===== config.mk =====
export PLATFORM = sky130hd
export DESIGN_NAME = rr_mask_arbiter
export DESIGN_NICKNAME = d
export VERILOG_FILES = /design/src/rtl/rr_mask_arbiter.sv
export SDC_FILE = /design/constraint.sdc
export NUM_CORES = 1
export LEC_CHECK = 0
export ABC_AREA = 1
export BUFFER_PORTS_ARGS = -buffer_cell sky130_fd_sc_hd__clkbuf_2
export CORE_AREA = 4 4 41 43
export CTS_BUF_LIST = sky130_fd_sc_hd__clkbuf_4
export DETAILED_ROUTE_END_ITERATION = 12
export DIE_AREA = 0 0 45 47
export GPL_ROUTABILITY_DRIVEN = 0
export PLACE_DENSITY = 0.82
export SLEW_MARGIN = 40
export SYNTH_ARGS = -nofsm -noshare
export SYNTH_HDL_FRONTEND = slang
export SYNTH_SLANG_ARGS = --single-unit

===== constraint.sdc =====
create_clock -name clk -period 2.1 [get_ports clk]
set_input_delay 0.42 -clock clk [delete_from_list [all_inputs] [get_ports clk]]
set_output_delay 0.42 -clock clk [all_outputs]
set_load 0.1 [all_outputs]

===== src/rtl/rr_mask_arbiter.sv =====
// rr_mask_arbiter: N-way round-robin arbiter with a registered grant that is
// held until the served requester acks it or drops its request.
// The rotation pointer advances past the served index on every ack.
// Optional macro RR_ARB_TIMEOUT_EN adds a hold counter that revokes a grant
// held TIMEOUT cycles without ack and pulses the timeout output.
module rr_mask_arbiter #(
    parameter int N       = 4,
    parameter int TIMEOUT = 16
) (
    input  logic                                clk,
    input  logic                                rst,
    input  logic [N-1:0]                        req,
    input  logic                                ack,
    output logic [N-1:0]                        grant,
    output logic [((N > 1) ? $clog2(N) : 1)-1:0] grant_id,
    output logic                                grant_valid
`ifdef RR_ARB_TIMEOUT_EN
    ,
    output logic                                timeout
`endif
);

    localparam int PTR_W = (N > 1) ? $clog2(N) : 1;

    if (N < 1 || N > 32) begin : g_bad_n
        $error("rr_mask_arbiter: N must be in 1..32");
    end
    if (TIMEOUT < 2 || TIMEOUT > 65535) begin : g_bad_timeout
        $error("rr_mask_arbiter: TIMEOUT must be in 2..65535");
    end

    typedef enum logic {
        IDLE,
        BUSY
    } state_t;

    state_t             state, state_nx;
    logic [PTR_W-1:0]   ptr, ptr_nx;
    logic [PTR_W-1:0]   id_inc;
    logic [N-1:0]       grant_nx;
    logic [PTR_W-1:0]   id_nx;
    logic               valid_nx;
    logic               arb_go;
    logic [N-1:0]       arb_r;
    logic [PTR_W-1:0]   arb_p;
    logic               win_found;
    logic [PTR_W-1:0]   win_idx;
    logic               load;
`ifdef RR_ARB_TIMEOUT_EN
    logic [15:0]        hold_cnt;
    logic               pulse_nx;
`endif

    // Lowest requester at or above p; otherwise lowest requester overall.
    // Returns {found, index}.
    function automatic logic [PTR_W:0] arb(input logic [N-1:0] r,
                                           input logic [PTR_W-1:0] p);
        logic             hi_found;
        logic             lo_found;
        logic [PTR_W-1:0] hi_idx;
        logic [PTR_W-1:0] lo_idx;
        hi_found = 1'b0;
        lo_found = 1'b0;
        hi_idx   = '0;
        lo_idx   = '0;
        for (int unsigned i = 0; i < N; i++) begin
            if (r[i] && !lo_found) begin
                lo_found = 1'b1;
                lo_idx   = PTR_W'(i);
            end
            if (r[i] && !hi_found && (i >= 32'(p))) begin
                hi_found = 1'b1;
                hi_idx   = PTR_W'(i);
            end
        end
        if (hi_found)      return {1'b1, hi_idx};
        else if (lo_found) return {1'b1, lo_idx};
        else               return '0;
    endfunction

    // Next-state decision: pick the arbitration inputs for this edge, then
    // either load the winner or fall back to IDLE.
    always_comb begin
        state_nx = state;
        ptr_nx   = ptr;
        grant_nx = grant;
        id_nx    = grant_id;
        valid_nx = grant_valid;
        arb_go   = 1'b0;
        arb_r    = '0;
        arb_p    = '0;
        load     = 1'b0;
`ifdef RR_ARB_TIMEOUT_EN
        pulse_nx = 1'b0;
`endif
        id_inc = (grant_id == PTR_W'(N - 1)) ? '0 : grant_id + PTR_W'(1);

        case (state)
            IDLE: begin
                if (|req) begin
                    arb_go = 1'b1;
                    arb_r  = req;
                    arb_p  = ptr;
                end
            end
            BUSY: begin
                if (ack) begin
                    ptr_nx = id_inc;
                    arb_go = 1'b1;
                    arb_r  = req & ~grant;
                    arb_p  = id_inc;
                end else if (!req[grant_id]) begin
                    arb_go = 1'b1;
                    arb_r  = req;
                    arb_p  = ptr;
                end
`ifdef RR_ARB_TIMEOUT_EN
                else if (hold_cnt == 16'(TIMEOUT - 1)) begin
                    ptr_nx   = id_inc;
                    arb_go   = 1'b1;
                    arb_r    = req & ~grant;
                    arb_p    = id_inc;
                    pulse_nx = 1'b1;
                end
`endif
            end
            default: ;
        endcase

        {win_found, win_idx} = arb(arb_r, arb_p);

        if (arb_go) begin
            if (win_found) begin
                load     = 1'b1;
                state_nx = BUSY;
                id_nx    = win_idx;
                valid_nx = 1'b1;
                for (int unsigned i = 0; i < N; i++) begin
                    grant_nx[i] = (PTR_W'(i) == win_idx);
                end
            end else begin
                state_nx = IDLE;
                id_nx    = '0;
                valid_nx = 1'b0;
                grant_nx = '0;
            end
        end
    end

    // State, pointer and registered grant outputs.
    always_ff @(posedge clk or posedge rst) begin
        if (rst) begin
            state       <= IDLE;
            ptr         <= '0;
            grant       <= '0;
            grant_id    <= '0;
            grant_valid <= 1'b0;
        end else begin
            state       <= state_nx;
            ptr         <= ptr_nx;
            grant       <= grant_nx;
            grant_id    <= id_nx;
            grant_valid <= valid_nx;
        end
    end

`ifdef RR_ARB_TIMEOUT_EN
    // Hold counter restarts on every grant load and counts un-acked BUSY cycles.
    always_ff @(posedge clk or posedge rst) begin
        if (rst) begin
            hold_cnt <= '0;
            timeout  <= 1'b0;
        end else begin
            timeout <= pulse_nx;
            if (load || state == IDLE) begin
                hold_cnt <= '0;
            end else if (!ack) begin
                hold_cnt <= hold_cnt + 16'd1;
            end
        end
    end
`endif

endmodule


### Word level (Yosys, flattened, before mapping)

Index checks and enable logic that the tools add are counted.

| word-level totals | value |
|---|---|
| register bits after elaboration | 9 |
| bits of input ports | 7 |
| output and inout port bits | 7 |

| operators by class | value |
|---|---|
| add/sub/neg operators | 1 |
| bitwise logic cells | 3 |
| magnitude comparators | 4 |
| equality and inequality tests | 4 |
| muxes and demuxes | 34 |
| reductions and logical operators | 18 |

Operators with widths:

| cell | count |
|---|---|
| 2-to-1 mux 2 bit | 9 |
| 2-to-1 mux 4 bit | 4 |
| 2-to-1 mux 1 bit | 15 |
| logical AND 1 bit | 9 |
| case mux 4 bit (2 select lines) | 1 |
| zero test 1 bit | 6 |
| 2-to-1 mux 3 bit | 2 |
| bitwise AND 4 bit | 1 |
| equality test 2 bit (first input constant) | 2 |
| >= comparator 1 x 2 -> 1 bit (first input constant) | 2 |
| inverter 4 bit | 1 |
| case mux 2 bit (2 select lines) | 1 |
| OR reduction 4 bit | 1 |
| < comparator 2 x 3 -> 1 bit (second input constant) | 1 |
| adder 2 x 1 -> 2 bit (second input constant) | 1 |
| binary-select mux 1 bit (select 2 bit) | 1 |
| equality test 1 x 2 -> 1 bit (first input constant) | 1 |
| equality test 2 bit (second input constant) | 1 |
| >= comparator 2 bit (first input constant) | 1 |
| zero test 2 bit | 1 |
| case mux 1 bit (2 select lines) | 1 |
| AND reduction 2 bit | 1 |
| inverter 1 bit | 1 |

### Longest topological paths before layout

Gate-level depths: netlist of run 1.

| logic depth | value |
|---|---|
| word-level depth | 22 |
| mapped depth | 16 |
| mapped depth without buffers | 16 |

### Worst setup path before layout of run 1

No wires, ideal clock.

| timing | value |
|---|---|
| kind | reg2reg |
| from | register grant_id[0] (netlist bit) |
| to | register grant[0] |
| path slack | -0.106 ns |
| arrival time | 2.086 ns |
| period minus slack after synthesis | 2.206 ns |
| setup time | 0.120 ns |
| stages on the path, launching flop included | 13 |
| cells stage by stage | dfrtp_1 > nand2_1 > nand3_2 > nand2_1 > nand2_1 > nand2_2 > a21oi_2 > a21o_2 > nand2_4 > nand3_2 > nand2_2 > nand3_1 > nand2_1 |

| on the way | value |
|---|---|
| longest elaborated chain between the ends | 22 |

RTL lines:

| element | RTL line | text |
|---|---|---|
| from (decl) | 15 | `output logic [((N > 1) ? $clog2(N) : 1)-1:0] grant_id,` |
| from (signal assigned) | 162 | `grant_id <= id_nx;` |
| binary-select mux 1 bit (select 2 bit) | 112 | `end else if (!req[grant_id]) begin` |
| 2-to-1 mux 1 bit (not written as such) | 112 |  |
| 2-to-1 mux 2 bit | 112 |  |
| 2-to-1 mux 2 bit | 107 | `if (ack) begin` |
| case mux 2 bit (2 select lines) | 98 | `case (state)` |
| >= comparator 1 x 2 -> 1 bit | 71 | `if (r[i] && !hi_found && (i >= 32'(p))) begin` |
| logical AND 1 bit | 71 |  |
| 2-to-1 mux 1 bit | 71 |  |
| (+5 left out) | - |  |
| logical AND 1 bit (2 in series) | 71 |  |
| 2-to-1 mux 1 bit | 71 |  |
| zero test 1 bit | 71 |  |
| logical AND 1 bit | 71 |  |
| 2-to-1 mux 2 bit or 2-to-1 mux 1 bit (tied branches) | 71 |  |
| 2-to-1 mux 3 bit | 76 | `if (hi_found) return {1'b1, hi_idx};` |
| zero test 2 bit | 139 | `grant_nx[i] = (PTR_W'(i) == win_idx);` |
| 2-to-1 mux 4 bit | 133 | `if (win_found) begin` |
| to (signal assigned) | 161 | `grant <= grant_nx;` |
| to (decl) | 14 | `output logic [N-1:0] grant,` |

Several ways; a longest one is shown, not always the timed one. The select of a mux whose other input is x is not followed.
A chain may end at the register's enable or synchronous reset.

### Worst setup path after layout of run 1

| timing | value |
|---|---|
| from | register grant_id[0] (netlist bit) |
| to | register grant[1] |

| on the way | value |
|---|---|
| longest elaborated chain between the ends | 22 |

RTL lines:

| element | RTL line |
|---|---|
| binary-select mux 1 bit (select 2 bit) | 112 |
| 2-to-1 mux 1 bit (not written as such) | 112 |
| 2-to-1 mux 2 bit | 112 |
| 2-to-1 mux 2 bit | 107 |
| case mux 2 bit (2 select lines) | 98 |
| >= comparator 1 x 2 -> 1 bit | 71 |
| logical AND 1 bit | 71 |
| 2-to-1 mux 1 bit | 71 |
| (+5 left out) | - |
| logical AND 1 bit (2 in series) | 71 |
| 2-to-1 mux 1 bit | 71 |
| zero test 1 bit | 71 |
| logical AND 1 bit | 71 |
| 2-to-1 mux 2 bit or 2-to-1 mux 1 bit (tied branches) | 71 |
| 2-to-1 mux 3 bit | 76 |
| equality test 1 x 2 -> 1 bit | 139 |
| 2-to-1 mux 4 bit | 133 |

Several ways; a longest one is shown, not always the timed one. The select of a mux whose other input is x is not followed.

==> flow_summary_export.csv, run 1 <==
group,metric,value,unit
status,status,"finished, final reports clean",
floorplan,coreArea,0.00130,mm2
routing,drt-pass1-iter-count,4,
worst_setup_path,start_kind,"flop",
synthesis,yosys_warnings,0,
cells_and_area,area_delta_synth_final,17.1,%
synthesis,postSynthAreaPerCell,7.56,um2
floorplan,num_rows,13,
sta,maxSlewHeadroom,0.640,
sta,tightestPinTransition,543,ps
worst_setup_path,required,2260,ps
clock_tree,clockBufferDepth,2,
routing,detailroute.via_count,611,
grt,grt_pass1_vias,615,
grt,grt_max_degree,10,
grt,grt_usage,0.168,
clock_tree,htreeDepth,1,
grt,overflow,0,
routing,avgRoutedWirePerCell,11.9,um
floorplan,fp.dieArea,0.00212,mm2
cells_and_area,insertedDiodeCount,0,
sta,fin_crit_sh,0.830,
clock_tree,clock-sinks,9,
placement,hpwlAfterDp,1190,um
routing,drt-vias-per-instance,5.05,
synthesis,synthesis.area,673,um2
synthesis,postSynthCellCount,89,
floorplan,die_y,47,um
sta,final-setup-viol-count,0,
grt,grt_pass1_wl,2510,um
run,maxCapViolations,0,
sta,maxSlewViolCount,0,
clock_tree,cts_tree,"done",
synthesis,synth-seq-area-share,0.335,
worst_setup_path,worst_path_most_repeated_cell,"nand2_1",
clock_tree,clkTransAtPathRegs,60,ps
cells_and_area,layout-drive-gt1-share,0.462,
sta,finalHoldViolCount,0,
worst_setup_path,criticalPathCategory,"flop to flop",
min_path,worstHoldPathType,"primary input to async pin",
worst_setup_path,crit_chain,"inv_2 -> nand2_1 -> nand3_2 -> nand2_1 -> nand2_1 -> nand2_2 -> a21oi_2 -> nand2_4 -> nand2_4 -> nand2_4 -> nand3_2 -> nand2_2 -> nand3_1 -> nand2_1",
routing,ant_nets,0,
placement,numPortBuffers,13,
clock_tree,postCtsResizedCells,0,
clock_tree,root_buffer,"clkbuf_4",
sta,timing.setup.tns,0,ps
routing,totalWireLength,1440,um
sta,fmax,574,MHz
clock_tree,cts_setup_buffers,0,
clock_tree,cts_made_buffers,3,
sta,skew,1.27,ps
clock_tree,clkLatencyLatePin,270,ps
routing,drc,0,
synthesis,syn-num-nets,97,
routing,first_iter_violations,11,
sta,period_needed,1740,ps
floorplan,io_pins,14,
synthesis,ys_ff_latch,9,
floorplan,fp.dieW,45,um
worst_setup_path,slowest_delay,440,ps
worst_setup_path,endpoint_kind,"flop",
cells_and_area,nNetsFinal,115,
worst_setup_path,crit_fanout,6,
sta,rsz0062_at_grt,"false",
floorplan,start_util,0.517,
synthesis,ys_types,19,
grt,antenna_found_initial,0,
clock_tree,cts-hold-fix-buffers,0,
worst_setup_path,cp_slowest_cell,"dfrtp_2",
worst_setup_path,crit_arrival,1900,ps
logic make-up (layout without fill, tap and decap cells):
| group | Yosys count | after routing | synth area share |
|---|---|---|---|
| and+or+nand+nor | 56 | 56 | 0.483 |
| adders and majority gates | 1 | 1 | 0.0186 |
| DFF | 9 | 9 | 0.335 |
| AOI/OAI and AO/OA | 9 | 9 | 0.0837 |
| buffers and inverters | 14 | 31 | 0.0799 |
critical path: cells and delay by family (launching register included):
family	cells	cell delay, ps
AND/OR/NAND/NOR	12	860
AO/OA/AOI/OAI	1	250
buffers and inverters	1	80
flip-flops	1	440
cell usage in the layout (no fill, tap or decap), drive strengths merged:
cell type,netlist,layout
ha,1,1
dfrtp,9,9
clkinv,1,2
a21oi,1,1
a21o,1,1
nand4,1,1
o21ai,7,7
clkbuf,0,16
nor2,6,6
nand2,35,35
nand3,14,14
inv,13,13
area by class of cell:
type	instances	area (um2)
inverters	14	53.8
multi-input cells	66	394
flip-flops and latches	9	229
clock buffers	3	22.5
clock inverters	1	5.00
well taps	15	18.8
fillers	117	513
repair buffers	13	65.1
registers in the layout (all words and copies together) (netlist names):
| name | flops |
|---|---|
| grant | 4 |
| state | 1 |
| ptr | 2 |
| grant_id | 2 |
Yosys cell counts (all sizes together):
cell type / count / area share
a21o: 1 / 0.013
a21oi: 1 / 0.013
clkinv: 1 / 0.0074
dfrtp: 9 / 0.33
ha: 1 / 0.019
inv: 13 / 0.072
nand2: 35 / 0.27
nand3: 14 / 0.16
nand4: 1 / 0.0093
nor2: 6 / 0.048
o21ai: 7 / 0.058
per-layer routing:
metal  part of all wire  up-vias  track usage
met5                  0        -            0
met4              0.026        0       0.0760
met3              0.058        6       0.0766
met2               0.48       19        0.263
met1               0.44      268        0.198
li1                   -      318            -
metrics by stage:
step	worst slack (ps)	util	cells	cell area, um2	hold slack [ps]
floorplan	60.0	-	89	677	248
global placement	370	0.585	117	761	376
detailed placement	315	0.585	117	761	389
CTS	350	0.606	121	788	103
global route	202	0.606	121	788	111
finish	357	0.606	121	788	82.8
path summary, 6_finish.rpt:
check	endpoint	start	slack (ps)	depth (start not counted)
min reg2reg	grant[0]$_DFFE_PP0P_	grant[0]$_DFFE_PP0P_	510	2
min in group clk	state$_DFFE_PP0P_	req[3]	490	3
max in group asynchronous	grant_id[1]$_DFFE_PP0P_	rst	1740	2
min	ptr[0]$_DFFE_PP0P_	rst	80	2
max	grant[1]$_DFFE_PP0P_	grant_id[0]$_DFFE_PP0P_	360	14
max reg2reg	grant[1]$_DFFE_PP0P_	grant_id[0]$_DFFE_PP0P_	360	14
Power of run 1 is left out: the tool's default activity adds up to more than one toggle a clock period on the data nets, which glitch-free logic cannot reach.
==> run 2, diff against run 1 <==
ABC_AREA = 0   (was 1)
CORE_AREA = unset   (was 4 4 41 43)
CORE_MARGIN = 4   (was unset)
CORE_UTILIZATION = 50   (was unset)
DIE_AREA = unset   (was 0 0 45 47)
PLACE_DENSITY = 0.83   (was 0.82)
clock period = 1.5 ns   (was 2.1 ns; I/O delays follow)
==> run 2 against run 1 <==
The run now ends with negative setup slack left. Routed wire length rose by 130%. Die area rose by 1.8%. Non-clock buffer count rose by 34. Synthesized area rose by 9.5%. Utilization rose by 33 points. Final cell count rose by 22%. Clock skew barely moved. Clock-buffer cell count rose by 1. Largest cell class unchanged. Highest routed layer unchanged.
==> flow_summary_export.csv, run 2 <==
group,metric,value,unit
synthesis,ys_ff_latch,9,
floorplan,die_y,46.4,um
worst_setup_path,worst_path_most_repeated_cell,"buf_4",
sta,fmax,449,MHz
cells_and_area,top_register,"grant",
clock_tree,cts_made_buffers,3,
grt,grt_usage,0.302,
synthesis,synth_edf_count,0,
floorplan,start_util,0.546,
power,p_per_area,2700,mW/mm2
grt,antenna_found_initial,0,
worst_setup_path,reg2reg_slack,-730,ps
cells_and_area,layout-drive-gt1-share,0.556,
sta,maxSlewHeadroom,0.685,
clock_tree,cts_tree,"done",
synthesis,synth_top_family_by_area,"compound AO/OA/AOI/OAI gates",
sta,finalHoldViolCount,0,
cells_and_area,final_area,0.00126,mm2
synthesis,post-synth-top-area-fraction,0.306,
floorplan,coreArea,0.00135,mm2
synthesis,synth_flop_cell,"dfrtp_1",
worst_setup_path,crit_arrival,2370,ps
grt,grt_max_degree,11,
worst_setup_path,slowest_delay,460,ps
cells_and_area,nFillCells,47,
worst_setup_path,criticalPathCategory,"flop to flop",
synthesis,postSynthAreaPerCell,8.77,um2
routing,detailroute.via_count,972,
power,total_power,0.00342,W
routing,drt-vias-per-instance,6.57,
sta,fin_crit_sh,1.49,
synthesis,synthesis.area,737,um2
synthesis,synth_compound_area_frac,0.314,
cells_and_area,top_regs,"grant (4), grant_id (2), ptr (2)",
routing,avgRoutedWirePerCell,22.0,um
cells_and_area,layout_common_cells,"36 x buf_4, 8 x nand2_1, 6 x nor2_1, 6 x clkbuf_2",
synthesis,muxShareOfSynthArea,0.0611,
sta,tightestPinTransition,472,ps
synthesis,synthTopCellsByArea,"dfrtp_1 31%, a21o_1 4.1%, nand2_1 4.1%, nor4b_4 3.2%, mux2_2 3.1%",
worst_setup_path,crit_fanout,6,
min_path,worstHoldPathType,"primary input to flop",
power,vdd_drop_max,1800,uV
worst_setup_path,crit_buf_inv,2,
clock_tree,clockBufferDepth,2,
worst_setup_path,start_kind,"flop",
grt,overflow,0,
synthesis,synth-seq-area-share,0.306,
clock_tree,htreeDepth,1,
floorplan,io_pins,14,
clock_tree,clkLatencyLatePin,260,ps
synthesis,postSynthCellCount,84,
synthesis,synthXorXnorAreaFrac,0,
power,leakage,0.602,nW
cells_and_area,insertedDiodeCount,0,
sta,setup_ws,-728,ps
clock_tree,clock-sinks,9,
synthesis,yosys-top-cells-count,"9 x dfrtp_1, 8 x nand2_1, 6 x nor2_1",
placement,numPortBuffers,13,
worst_setup_path,r2r_start,"grant_id[0]$_DFFE_PP0P_",
cells_and_area,largest_register_ff_count,4,
worst_setup_path,endpoint_kind,"flop",
worst_setup_path,required,1650,ps
grt,grt_pass1_vias,947,
synthesis,yosys_warnings,0,
floorplan,num_rows,13,
sta,hold_slack,507,ps
routing,totalWireLength,3260,um
synthesis,synth-simple-area-share,0.267,
synthesis,async_flop_share,1.00,
sta,rsz0062_at_grt,"true",
clock_tree,root_buffer,"clkbuf_4",
synthesis,synth_most_common_cell,"dfrtp_1",
cells_and_area,final_common_cell,"buf_4",
floorplan,fp.dieW,46.4,um
synthesis,synthAdderAreaFrac,0.0170,
min_path,min_from,"req[0]",
worst_setup_path,cp-startpoint,"grant_id[0]$_DFFE_PP0P_",
cells_and_area,nNetsFinal,142,
sta,final-setup-viol-count,7,
floorplan,fp.dieArea,0.00215,mm2
worst_setup_path,crit_chain,"mux2_2 -> a22o_4 -> a211oi_4 -> buf_4 -> nand3b_1 -> o31ai_4 -> buf_4 -> o21ai_2",
grt,grt_pass1_wl,4550,um
clock_tree,clkTransAtPathRegs,60,ps
routing,drc,0,
routing,ant_nets,0,
routing,first_iter_violations,83,
synthesis,syn-num-nets,92,
sta,maxSlewViolCount,0,
status,violations,"negative setup slack",
placement,hpwlAfterDp,1970,um
sta,skew,1.69,ps
routing,drt-pass1-iter-count,4,
placement,placed_area,0.00113,mm2
run,maxCapViolations,0,
worst_setup_path,crit_family,"compound AO/OA/AOI/OAI gates",
synthesis,synth.largest_area_cell,"dfrtp_1",
worst_setup_path,cp_slowest_cell,"dfrtp_4",
placement,place_inst,140,
synthesis,ys_types,37,
status,status,"finished with violations",
cells_and_area,final_cells,148,
placement,place_ws,-676,ps
cells_and_area,area_delta_synth_final,71.5,%
sta,period_needed,2230,ps
[run 2: cells by family (layout without fill, tap and decap cells)]
group	Yosys count	after routing
mux	3	3
buf+inv	7	56
compound gates	30	30
fa+ha+maj	1	1
simple gates	34	34
flops	9	9
[run 2: area by class of cell]
class / count / area [um2] / share of cell area
Multi-Input combinational cell: 68 / 573 / 0.453
Tap cell: 15 / 18.8 / 0.0149
Timing Repair Buffer: 47 / 390 / 0.309
Inverter: 5 / 18.8 / 0.0149
Sequential cell: 9 / 233 / 0.184
Clock buffer: 4 / 30.0 / 0.0238
[run 2: per-stage QoR]
stage | util | TNS (ps)
final | 0.936 | -4460
after CTS | 0.908 | -3960
after floorplan | - | -5060
after global placement | 0.836 | -3660
after detailed placement | 0.836 | -4150
after global routing | 0.936 | -4920
[run 2: worst paths after layout]
check	end	cells after the start
max	grant[0]$_DFFE_PP0P_	8
min	state$_DFFE_PP0P_	4
max reg2reg	grant[0]$_DFFE_PP0P_	8
min reg2reg	ptr[1]$_DFFE_PP0P_	2
max in group asynchronous	grant_id[0]$_DFFE_PP0P_	3
min in group asynchronous	grant[0]$_DFFE_PP0P_	3
[run 2: power by group]
group	total (W)	internal (W)	switching, W
registers	0.000530	0.000374	0.000155
clock network	0.000207	0.000121	0.0000862
logic	0.00268	0.00112	0.00156
total	0.00342	0.00161	0.00180
[run 2: repair_timing]
item | 4_1_cts | 5_1_grt
resized for setup | 12 | 4
setup buffers | 1 | 2
endpoints found under the setup margin | 7 | 7
endpoints found under the hold margin | 9 | 0
pin swaps | 4 | 4
hold buffers | 1 | 0
[run 2: worst reg2reg max path: cells and delay by family (launching register included)]
kind / cells / cell delay [ps]
buf+inv: 2 / 340
mux: 1 / 410
simple gates: 1 / 180
compound gates: 4 / 730
flops: 1 / 460
[run 2: per-layer routing]
metal	track usage	up-vias	part of all wire
met5	0	-	0
met4	0.136	0	0.042
met3	0.0469	15	0.10
met2	0.489	84	0.46
met1	0.391	451	0.39
li1	-	422	-
Power figures use the tool's default switching activity.
